**src/rtl/exec_cond_stage_if.sv**
```systemverilog
// EX-stage bundle: instruction/ALU inputs from upstream and EX/MEM register outputs.
// master drives the instruction side; slave is the condition/commit stage.
interface exec_cond_stage_if #(parameter int CNT_W = 16);
  logic             in_valid;
  logic [31:0]      alu_out;
  logic             alu_c, alu_z, alu_n, alu_v;
  logic [1:0]       alu_func;
  logic [3:0]       cond;
  logic             set_flags;
  logic [3:0]       rd_in;
  logic             wr_en_in;
  logic             stall;
  logic             flush;
  logic             cond_pass;
  logic [3:0]       flags_nzcv;
  logic             out_valid;
  logic [31:0]      out_result;
  logic [3:0]       out_rd;
  logic             out_wr_en;
  logic [CNT_W-1:0] exec_count;

  modport master (
    output in_valid, alu_out, alu_c, alu_z, alu_n, alu_v, alu_func, cond,
           set_flags, rd_in, wr_en_in, stall, flush,
    input  cond_pass, flags_nzcv, out_valid, out_result, out_rd, out_wr_en,
           exec_count
  );

  modport slave (
    input  in_valid, alu_out, alu_c, alu_z, alu_n, alu_v, alu_func, cond,
           set_flags, rd_in, wr_en_in, stall, flush,
    output cond_pass, flags_nzcv, out_valid, out_result, out_rd, out_wr_en,
           exec_count
  );
endinterface

```
**src/rtl/exec_cond_stage.sv**
```systemverilog
// Execute back end: NZCV flags, condition evaluation, gated writeback into the
// EX/MEM register (flush > stall > commit > bubble), saturating commit counter.
module exec_cond_stage #(
  parameter int CNT_W = 16
) (
  input  logic         clk,
  input  logic         rst_n,
  exec_cond_stage_if.slave ex
);

  logic [3:0]       flags_q, flags_d;
  logic             vld_q, vld_d;
  logic [31:0]      res_q, res_d;
  logic [3:0]       rd_q, rd_d;
  logic             wr_q, wr_d;
  logic [CNT_W-1:0] cnt_q, cnt_d;

  logic fn, fz, fc, fv;
  logic cond_pass;
  logic commit;

  assign {fn, fz, fc, fv} = flags_q;

  // Condition reads only the architectural flags, never the in-flight ALU flags.
  always_comb begin
    cond_pass = 1'b0;
    unique case (ex.cond)
      4'h0: cond_pass = fz;
      4'h1: cond_pass = ~fz;
      4'h2: cond_pass = fc;
      4'h3: cond_pass = ~fc;
      4'h4: cond_pass = fn;
      4'h5: cond_pass = ~fn;
      4'h6: cond_pass = fv;
      4'h7: cond_pass = ~fv;
      4'h8: cond_pass = fc & ~fz;
      4'h9: cond_pass = ~fc | fz;
      4'hA: cond_pass = (fn == fv);
      4'hB: cond_pass = (fn != fv);
      4'hC: cond_pass = ~fz & (fn == fv);
      4'hD: cond_pass = fz | (fn != fv);
      4'hE: cond_pass = 1'b1;
      4'hF: cond_pass = 1'b0;
      default: cond_pass = 1'b0;
    endcase
  end

  assign commit = ex.in_valid & cond_pass & ~ex.stall & ~ex.flush;

  always_comb begin
    flags_d = flags_q;
    vld_d   = vld_q;
    res_d   = res_q;
    rd_d    = rd_q;
    wr_d    = wr_q;
    cnt_d   = cnt_q;

    // Logical ops keep the old C/V; the ALU's forced-zero C/V is discarded.
    if (commit && ex.set_flags) begin
      flags_d[3] = ex.alu_n;
      flags_d[2] = ex.alu_z;
      if (!ex.alu_func[1]) begin
        flags_d[1] = ex.alu_c;
        flags_d[0] = ex.alu_v;
      end
    end

    if (ex.flush) begin
      vld_d = 1'b0;
      wr_d  = 1'b0;
    end else if (ex.stall) begin
      vld_d = vld_q;
    end else if (commit) begin
      vld_d = 1'b1;
      res_d = ex.alu_out;
      rd_d  = ex.rd_in;
      wr_d  = ex.wr_en_in;
    end else begin
      vld_d = 1'b0;
      wr_d  = 1'b0;
    end

    if (commit && (cnt_q != {CNT_W{1'b1}}))
      cnt_d = cnt_q + CNT_W'(1);
  end

  always_ff @(posedge clk or negedge rst_n) begin
    if (!rst_n) begin
      flags_q <= 4'b0000;
      vld_q   <= 1'b0;
      res_q   <= 32'h0;
      rd_q    <= 4'h0;
      wr_q    <= 1'b0;
      cnt_q   <= '0;
    end else begin
      flags_q <= flags_d;
      vld_q   <= vld_d;
      res_q   <= res_d;
      rd_q    <= rd_d;
      wr_q    <= wr_d;
      cnt_q   <= cnt_d;
    end
  end

  assign ex.cond_pass  = cond_pass;
  assign ex.flags_nzcv = flags_q;
  assign ex.out_valid  = vld_q;
  assign ex.out_result = res_q;
  assign ex.out_rd     = rd_q;
  assign ex.out_wr_en  = wr_q;
  assign ex.exec_count = cnt_q;

endmodule

```
**src/flat_wrapper.sv**
```systemverilog
// flat-port wrapper written by rule: the top's interface ports become plain ports
module exec_cond_stage_flat 
#(
  parameter int CNT_W = 16
)
  (clk, rst_n, ex_in_valid, ex_alu_out, ex_alu_c, ex_alu_z, ex_alu_n, ex_alu_v, ex_alu_func, ex_cond, ex_set_flags, ex_rd_in, ex_wr_en_in, ex_stall, ex_flush, ex_cond_pass, ex_flags_nzcv, ex_out_valid, ex_out_result, ex_out_rd, ex_out_wr_en, ex_exec_count);
  exec_cond_stage_if #(.CNT_W(CNT_W)) ex_i ();
  input  logic clk;
  input  logic rst_n;
  input wire logic [$bits(ex_i.in_valid)-1:0] ex_in_valid;
  input wire logic [$bits(ex_i.alu_out)-1:0] ex_alu_out;
  input wire logic [$bits(ex_i.alu_c)-1:0] ex_alu_c;
  input wire logic [$bits(ex_i.alu_z)-1:0] ex_alu_z;
  input wire logic [$bits(ex_i.alu_n)-1:0] ex_alu_n;
  input wire logic [$bits(ex_i.alu_v)-1:0] ex_alu_v;
  input wire logic [$bits(ex_i.alu_func)-1:0] ex_alu_func;
  input wire logic [$bits(ex_i.cond)-1:0] ex_cond;
  input wire logic [$bits(ex_i.set_flags)-1:0] ex_set_flags;
  input wire logic [$bits(ex_i.rd_in)-1:0] ex_rd_in;
  input wire logic [$bits(ex_i.wr_en_in)-1:0] ex_wr_en_in;
  input wire logic [$bits(ex_i.stall)-1:0] ex_stall;
  input wire logic [$bits(ex_i.flush)-1:0] ex_flush;
  output wire logic [$bits(ex_i.cond_pass)-1:0] ex_cond_pass;
  output wire logic [$bits(ex_i.flags_nzcv)-1:0] ex_flags_nzcv;
  output wire logic [$bits(ex_i.out_valid)-1:0] ex_out_valid;
  output wire logic [$bits(ex_i.out_result)-1:0] ex_out_result;
  output wire logic [$bits(ex_i.out_rd)-1:0] ex_out_rd;
  output wire logic [$bits(ex_i.out_wr_en)-1:0] ex_out_wr_en;
  output wire logic [$bits(ex_i.exec_count)-1:0] ex_exec_count;
  assign ex_i.in_valid = ex_in_valid;
  assign ex_i.alu_out = ex_alu_out;
  assign ex_i.alu_c = ex_alu_c;
  assign ex_i.alu_z = ex_alu_z;
  assign ex_i.alu_n = ex_alu_n;
  assign ex_i.alu_v = ex_alu_v;
  assign ex_i.alu_func = ex_alu_func;
  assign ex_i.cond = ex_cond;
  assign ex_i.set_flags = ex_set_flags;
  assign ex_i.rd_in = ex_rd_in;
  assign ex_i.wr_en_in = ex_wr_en_in;
  assign ex_i.stall = ex_stall;
  assign ex_i.flush = ex_flush;
  assign ex_cond_pass = ex_i.cond_pass;
  assign ex_flags_nzcv = ex_i.flags_nzcv;
  assign ex_out_valid = ex_i.out_valid;
  assign ex_out_result = ex_i.out_result;
  assign ex_out_rd = ex_i.out_rd;
  assign ex_out_wr_en = ex_i.out_wr_en;
  assign ex_exec_count = ex_i.exec_count;
  exec_cond_stage #(.CNT_W(CNT_W)) u_core (.clk(clk), .rst_n(rst_n), .ex(ex_i));
endmodule
```
**config.mk**
```make
export PLATFORM = sky130hd
export DESIGN_NAME = exec_cond_stage_flat
export DESIGN_NICKNAME = d
export VERILOG_FILES = /design/src/rtl/exec_cond_stage_if.sv /design/src/rtl/exec_cond_stage.sv /design/src/flat_wrapper.sv
export SDC_FILE = /design/constraint.sdc
export NUM_CORES = 1
export LEC_CHECK = 0
export ABC_AREA = 0
export BUFFER_PORTS_ARGS = -buffer_cell sky130_fd_sc_hd__buf_2
export CORE_ASPECT_RATIO = 0.9
export CORE_UTILIZATION = 40
export CTS_CLUSTER_DIAMETER = 200
export DETAILED_ROUTE_END_ITERATION = 8
export MAX_ROUTING_LAYER = met4
export PLACE_DENSITY_LB_ADDON = 0.1
export SYNTH_ARGS = -nofsm -noshare
export SYNTH_HDL_FRONTEND = slang
export SYNTH_SLANG_ARGS = --single-unit
```
**constraint.sdc**
```tcl
create_clock -name clk -period 2.5 [get_ports clk]
set_input_delay 0.25 -clock clk [delete_from_list [all_inputs] [get_ports clk]]
set_output_delay 0.25 -clock clk [all_outputs]
set_load 0.005 [all_outputs]
```
# Word level (Yosys, flattened, before mapping)
# Index checks and enable logic that the tools add are counted.
[op_classes] add_sub_neg=1 eq_ne=19 muxes=7 bitwise_logic=14 reduce_logical=5
[ops] cell="equality test 4 bit, second input constant" count=8
[ops] cell="adder 16 x 1 -> 16 bit, second input constant" count=1
[ops] cell="equality test 4 x 3 -> 1 bit, second input constant" count=4
[ops] cell="!= test 16 bit, second input constant" count=1
[ops] cell="one-hot mux 1 bit (16 select lines)" count=1
[ops] cell="equality test 4 x 2 -> 1 bit, second input constant" count=2
[ops] cell="NOT 1 bit" count=7
[ops] cell="2-to-1 mux 1 bit" count=6
[ops] cell="bitwise AND 1 bit" count=5
[ops] cell="equality test 4 x 1 -> 1 bit, second input constant" count=1
[ops] cell="zero test 4 bit" count=1
[ops] cell="AND reduction 3 bit" count=1
[ops] cell="logical AND 1 bit" count=2
[ops] cell="!= test 2 x 1 -> 1 bit, second input constant" count=1
[ops] cell="bitwise OR 1 bit" count=2
[ops] cell="AND reduction 2 bit" count=1
[ops] cell="equality test 1 bit" count=1
[ops] cell="!= test 1 bit" count=1
[totals] regBits=58 inputBits=53 wordCells=53

# Logic depth before layout (Yosys ltp)
[depth] ltp_word=9 mapped_depth=8 depth_no_buf=7

# Least setup slack after synthesis
# OpenSTA, ideal clock, no wires.
[synth_timing] path_type="reg-to-reg" startpoint="register u_core.flags_q[0], in the netlist u_core.ex.flags_nzcv[0]" endpoint="register u_core.res_q[17], in the netlist u_core.ex.out_result[17]" setup_time_ps=125 arrival_ps=1930 setup_slack_ps=445 stages_incl_launch_ff=9 path_buffers=2 cell_sequence="dfrtp_1 mux2i_1 xnor2_1 a221o_2 o211ai_2 nand2b_4 buf_8 buf_12 mux2_2"
[synth_between] elab_chain_cells=7
[synth_rtl] item="start, declared" line="exec_cond_stage.sv:11" text="logic [3:0] flags_q, flags_d;"
[synth_rtl] item="start signal, assigned" line="exec_cond_stage.sv:96" text="flags_q <= flags_d;"
[synth_rtl] item="!= test 1 bit / equality test 1 bit (equally long branches)"
[synth_rtl] item="bitwise OR 1 bit / bitwise AND 1 bit (equally long branches)" line="exec_cond_stage.sv:41, exec_cond_stage.sv:40"
[synth_rtl] item="one-hot mux 1 bit (16 select lines) (*)" line="exec_cond_stage.sv:27" text="unique case (ex.cond)"
[synth_rtl] item="bitwise AND 1 bit (*) (3 in a row)" line="exec_cond_stage.sv:48" text="assign commit = ex.in_valid & cond_pass & ~ex.stall & ~ex.flush;"
[synth_rtl] item="AND reduction 3 bit (no source line) (*)"
[synth_rtl] item="end signal, assigned" line="exec_cond_stage.sv:98" text="res_q <= res_d;"
[synth_rtl] item="end, declared" line="exec_cond_stage.sv:13" text="logic [31:0] res_q, res_d;"
# Every way passes the cells marked *; elsewhere a longest branch is shown, timed or not.
# A chain may end at the register's enable or synchronous reset.

# Worst setup path in the final report
[layout_timing] startpoint="register u_core.flags_q[3], in the netlist u_core.ex.flags_nzcv[3]" endpoint="register u_core.res_q[8], in the netlist u_core.ex.out_result[8]"
# The elaborated chain is that of the path after synthesis.

==> flow_metrics.env <==
export IMPL_status="finished clean"
export IMPL_cp_arrival_ns=2.45
export IMPL_r2r_start="u_core.ex.flags_nzcv[3]"
export IMPL_post_cts_buffers=0
export IMPL_yosys_warnings=0
export IMPL_async_flop_share=1.000
export IMPL_cp_required_ns=2.71
export IMPL_maxSlewHeadroom=0.5633
export IMPL_tritoncts="done"
export IMPL_p_leak_nw=1.786
export IMPL_grt_pass1_vias=1888
export IMPL_overflow=0
export IMPL_gp_congestion=0.7487
export IMPL_final_cell_mix="buf_2 (110), dfrtp_1 (58), mux2_2 (40), clkbuf_8 (14)"
export IMPL_clock_skew_ns=0.005914
export IMPL_peakVddDrop_v=0.0007116
export IMPL_slew_viol_final=0
export IMPL_hold_viol=0
export IMPL_cts_sinks=58
export IMPL_critPathMaxFanout=16
export IMPL_hold_path_class="in -> reg"
export IMPL_ios=112
export IMPL_nets=371
export IMPL_clk_pin_slew_ns=0.06
export IMPL_routed_wl_mm=5.061
export IMPL_worstMarginPinSlew_ns=0.6550
export IMPL_die_x_um=86.56
export IMPL_ys_seq_elements=58
export IMPL_maxCapViolations=0
export IMPL_critPathBufInv=1
export IMPL_comb_power_share=0.244
export IMPL_cp_start_kind="register"
export IMPL_grt_max_degree=31
export IMPL_vias=1926
export IMPL_cpMaxStageDelayCell="a221o_2"
export IMPL_syn_to_final_growth_pct=34.71
export IMPL_end_kind="register"
export IMPL_dieArea_mm2=0.006760
export IMPL_drtIter0Drc=39
export IMPL_power_density_mw_per_mm2=867.6
export IMPL_cp_depth=7
export IMPL_swShare=0.2585
export IMPL_final_period_utilization=0.8931
export IMPL_track_usage=0.1718
export IMPL_seqPwrFrac=0.448
export IMPL_max_stage_delay_ns=0.46
export IMPL_yosysSeqAreaShare=0.5639
export IMPL_via_per_inst=4.721
export IMPL_critPathTopFamily="compound AO/OA/AOI/OAI gates"
export IMPL_clock_root_buffer="clkbuf_8"
export IMPL_drc=0
export IMPL_synth_cells=196
export IMPL_internal_power_w=0.002230
export IMPL_ys_types=35
export IMPL_cts_inserted_buffers=9
export IMPL_io_buffers=110
export IMPL_ctsHoldBuffers=1
export IMPL_coreArea_mm2=0.006148
export IMPL_fmax_mhz=447.9
export IMPL_clk_insertion_delay_late_ns=0.33
export IMPL_final_layout_size_suffix_gt1_frac=0.5421
export IMPL_worstPathCellList="mux2i_1, xnor2_1, a221o_2, o211ai_2, nand2b_4, buf_12, mux2_2"
export IMPL_final_common_cell="buf_2"
export IMPL_clockBufferDepth=2
export IMPL_diodes=0
export IMPL_r2r_slack_ns=0.27
export IMPL_initial_core_util=0.4186
export IMPL_whs_path_depth=2
export IMPL_ctsResizeCount=0
export IMPL_synth_nets=250
export IMPL_path_class="reg -> reg"
export IMPL_p_sw_w=0.0007775
export IMPL_startpoint="u_core.ex.flags_nzcv[3]"
export IMPL_htree_num_levels=3
export IMPL_antenna_found_initial=0
export IMPL_synth_edf_count=0
export IMPL_rsz0062_at_grt="no"
export IMPL_syn_area_per_cell_um2=13.13
export IMPL_grt_pass1_wl_mm=8.659
export IMPL_rows=27
export IMPL_fillers=552
export IMPL_ant_nets=0
export IMPL_setup_viol=0
export IMPL_period_minus_slack_ns=2.233
export IMPL_synthesis_area_mm2=0.002574
export IMPL_dp_hpwl_mm=3.692
export IMPL_finalSetupTns_ns=0
export IMPL_ys_flop_type="dfrtp_1"
export IMPL_rr_worst_depth=7
export IMPL_worstHoldStart="ex_rd_in[1]"
export IMPL_clkPwrFrac=0.308
export IMPL_post_drt_wl_per_cell_um=12.40
export IMPL_design_power_total_w=0.003008
export IMPL_first_pass_iters=4
export IMPL_die_h_um=78.10
[Yosys cell counts, types with 3 or more instances]
cell / n / area [um2]
nand2_1: 11 / 41.29
nand4_1: 9 / 56.30
nor2_1: 12 / 45.04
nor2b_1: 3 / 18.77
mux2_2: 40 / 450.4
nor3_1: 6 / 30.03
nor3b_1: 3 / 22.52
inv_1: 3 / 11.26
xor2_1: 12 / 105.1
nand3_1: 4 / 20.02
xnor2_1: 6 / 52.55
o21ai_0: 3 / 15.01
dfrtp_1: 58 / 1451
[power by group through the flow]
stage | registers (W) | logic, W | clock network (W)
after global routing | 0.00138 | 0.000828 | 0.00101
final | 0.00135 | 0.000734 | 0.000928
after detailed placement | 0.00136 | 0.000745 | 0
after floorplan | 0.00139 | 0.000340 | 0
after global placement | 0.00135 | 0.000738 | 0
after CTS | 0.00135 | 0.000749 | 0.000967
[state kept, by name (all words and copies together), names as in the netlist]
| register | count |
|---|---|
| u_core.ex.exec_count | 16 |
| u_core.ex.out_wr_en | 1 |
| u_core.ex.flags_nzcv | 4 |
| u_core.ex.out_valid | 1 |
| u_core.ex.out_result | 32 |
| u_core.ex.out_rd | 4 |
[cell families after synthesis]
family | share of synthesized area
buffers and inverters | 0.03014
XOR/XNOR | 0.06125
flip-flops | 0.5639
adder cells (fa/ha/maj) | 0.004861
AO/OA/AOI/OAI | 0.03062
AND/OR/NAND/NOR | 0.1259
multiplexers | 0.1833
[through the flow]
stage / instances / worst slack [ns] / util / hold slack, ns / area (um2)
6_report: 408 / 0.2673 / 0.5639 / 0.1368 / 3467
5_1_grt: 408 / 0.1321 / 0.5639 / 0.1235 / 3467
4_1_cts: 408 / 0.2401 / 0.5639 / 0.1165 / 3467
3_5_place_dp: 392 / 0.1930 / 0.5260 / 0.3177 / 3234
3_3_place_gp: 392 / 0.2091 / 0.5260 / 0.3235 / 3234
2_1_floorplan: 196 / 0.4454 / - / -0.04559 / 2574
[path summary, 6_finish.rpt]
path	endpoint
worst max-delay path	u_core.ex.out_result[8]
min in group asynchronous	u_core.ex.out_result[28]
max in group asynchronous	u_core.ex.exec_count[0]
worst min-delay path	u_core.ex.out_rd[1]
worst min register to register	u_core.ex.out_wr_en
worst max register to register	u_core.ex.out_result[8]
[worst reg2reg max path, delay by kind of cell (launching register included)]
| kind | cells | cell delay [ns] |
|---|---|---|
| flops | 1 | 0.42 |
| xor+xnor | 1 | 0.08 |
| compound gates | 2 | 0.61 |
| mux | 2 | 0.52 |
| simple gates | 1 | 0.31 |
| buf+inv | 1 | 0.19 |
[metal layers]
metal	track usage	routed length [um]
met5	-	0
met4	0.07667	119
met3	0.05889	330
met2	0.2714	2351
met1	0.1985	2259
[final cells by class]
class / instances / area, um2 / area share
Tap cell: 87 / 108.9 / 0.03140
Clock inverter: 1 / 30.03 / 0.008661
Timing Repair Buffer: 115 / 628.1 / 0.1812
Sequential cell: 58 / 1451 / 0.4186
Multi-Input combinational cell: 130 / 1045 / 0.3013
Inverter: 3 / 11.26 / 0.003248
Clock buffer: 14 / 192.7 / 0.05558
(Power assumes the default switching activity.)
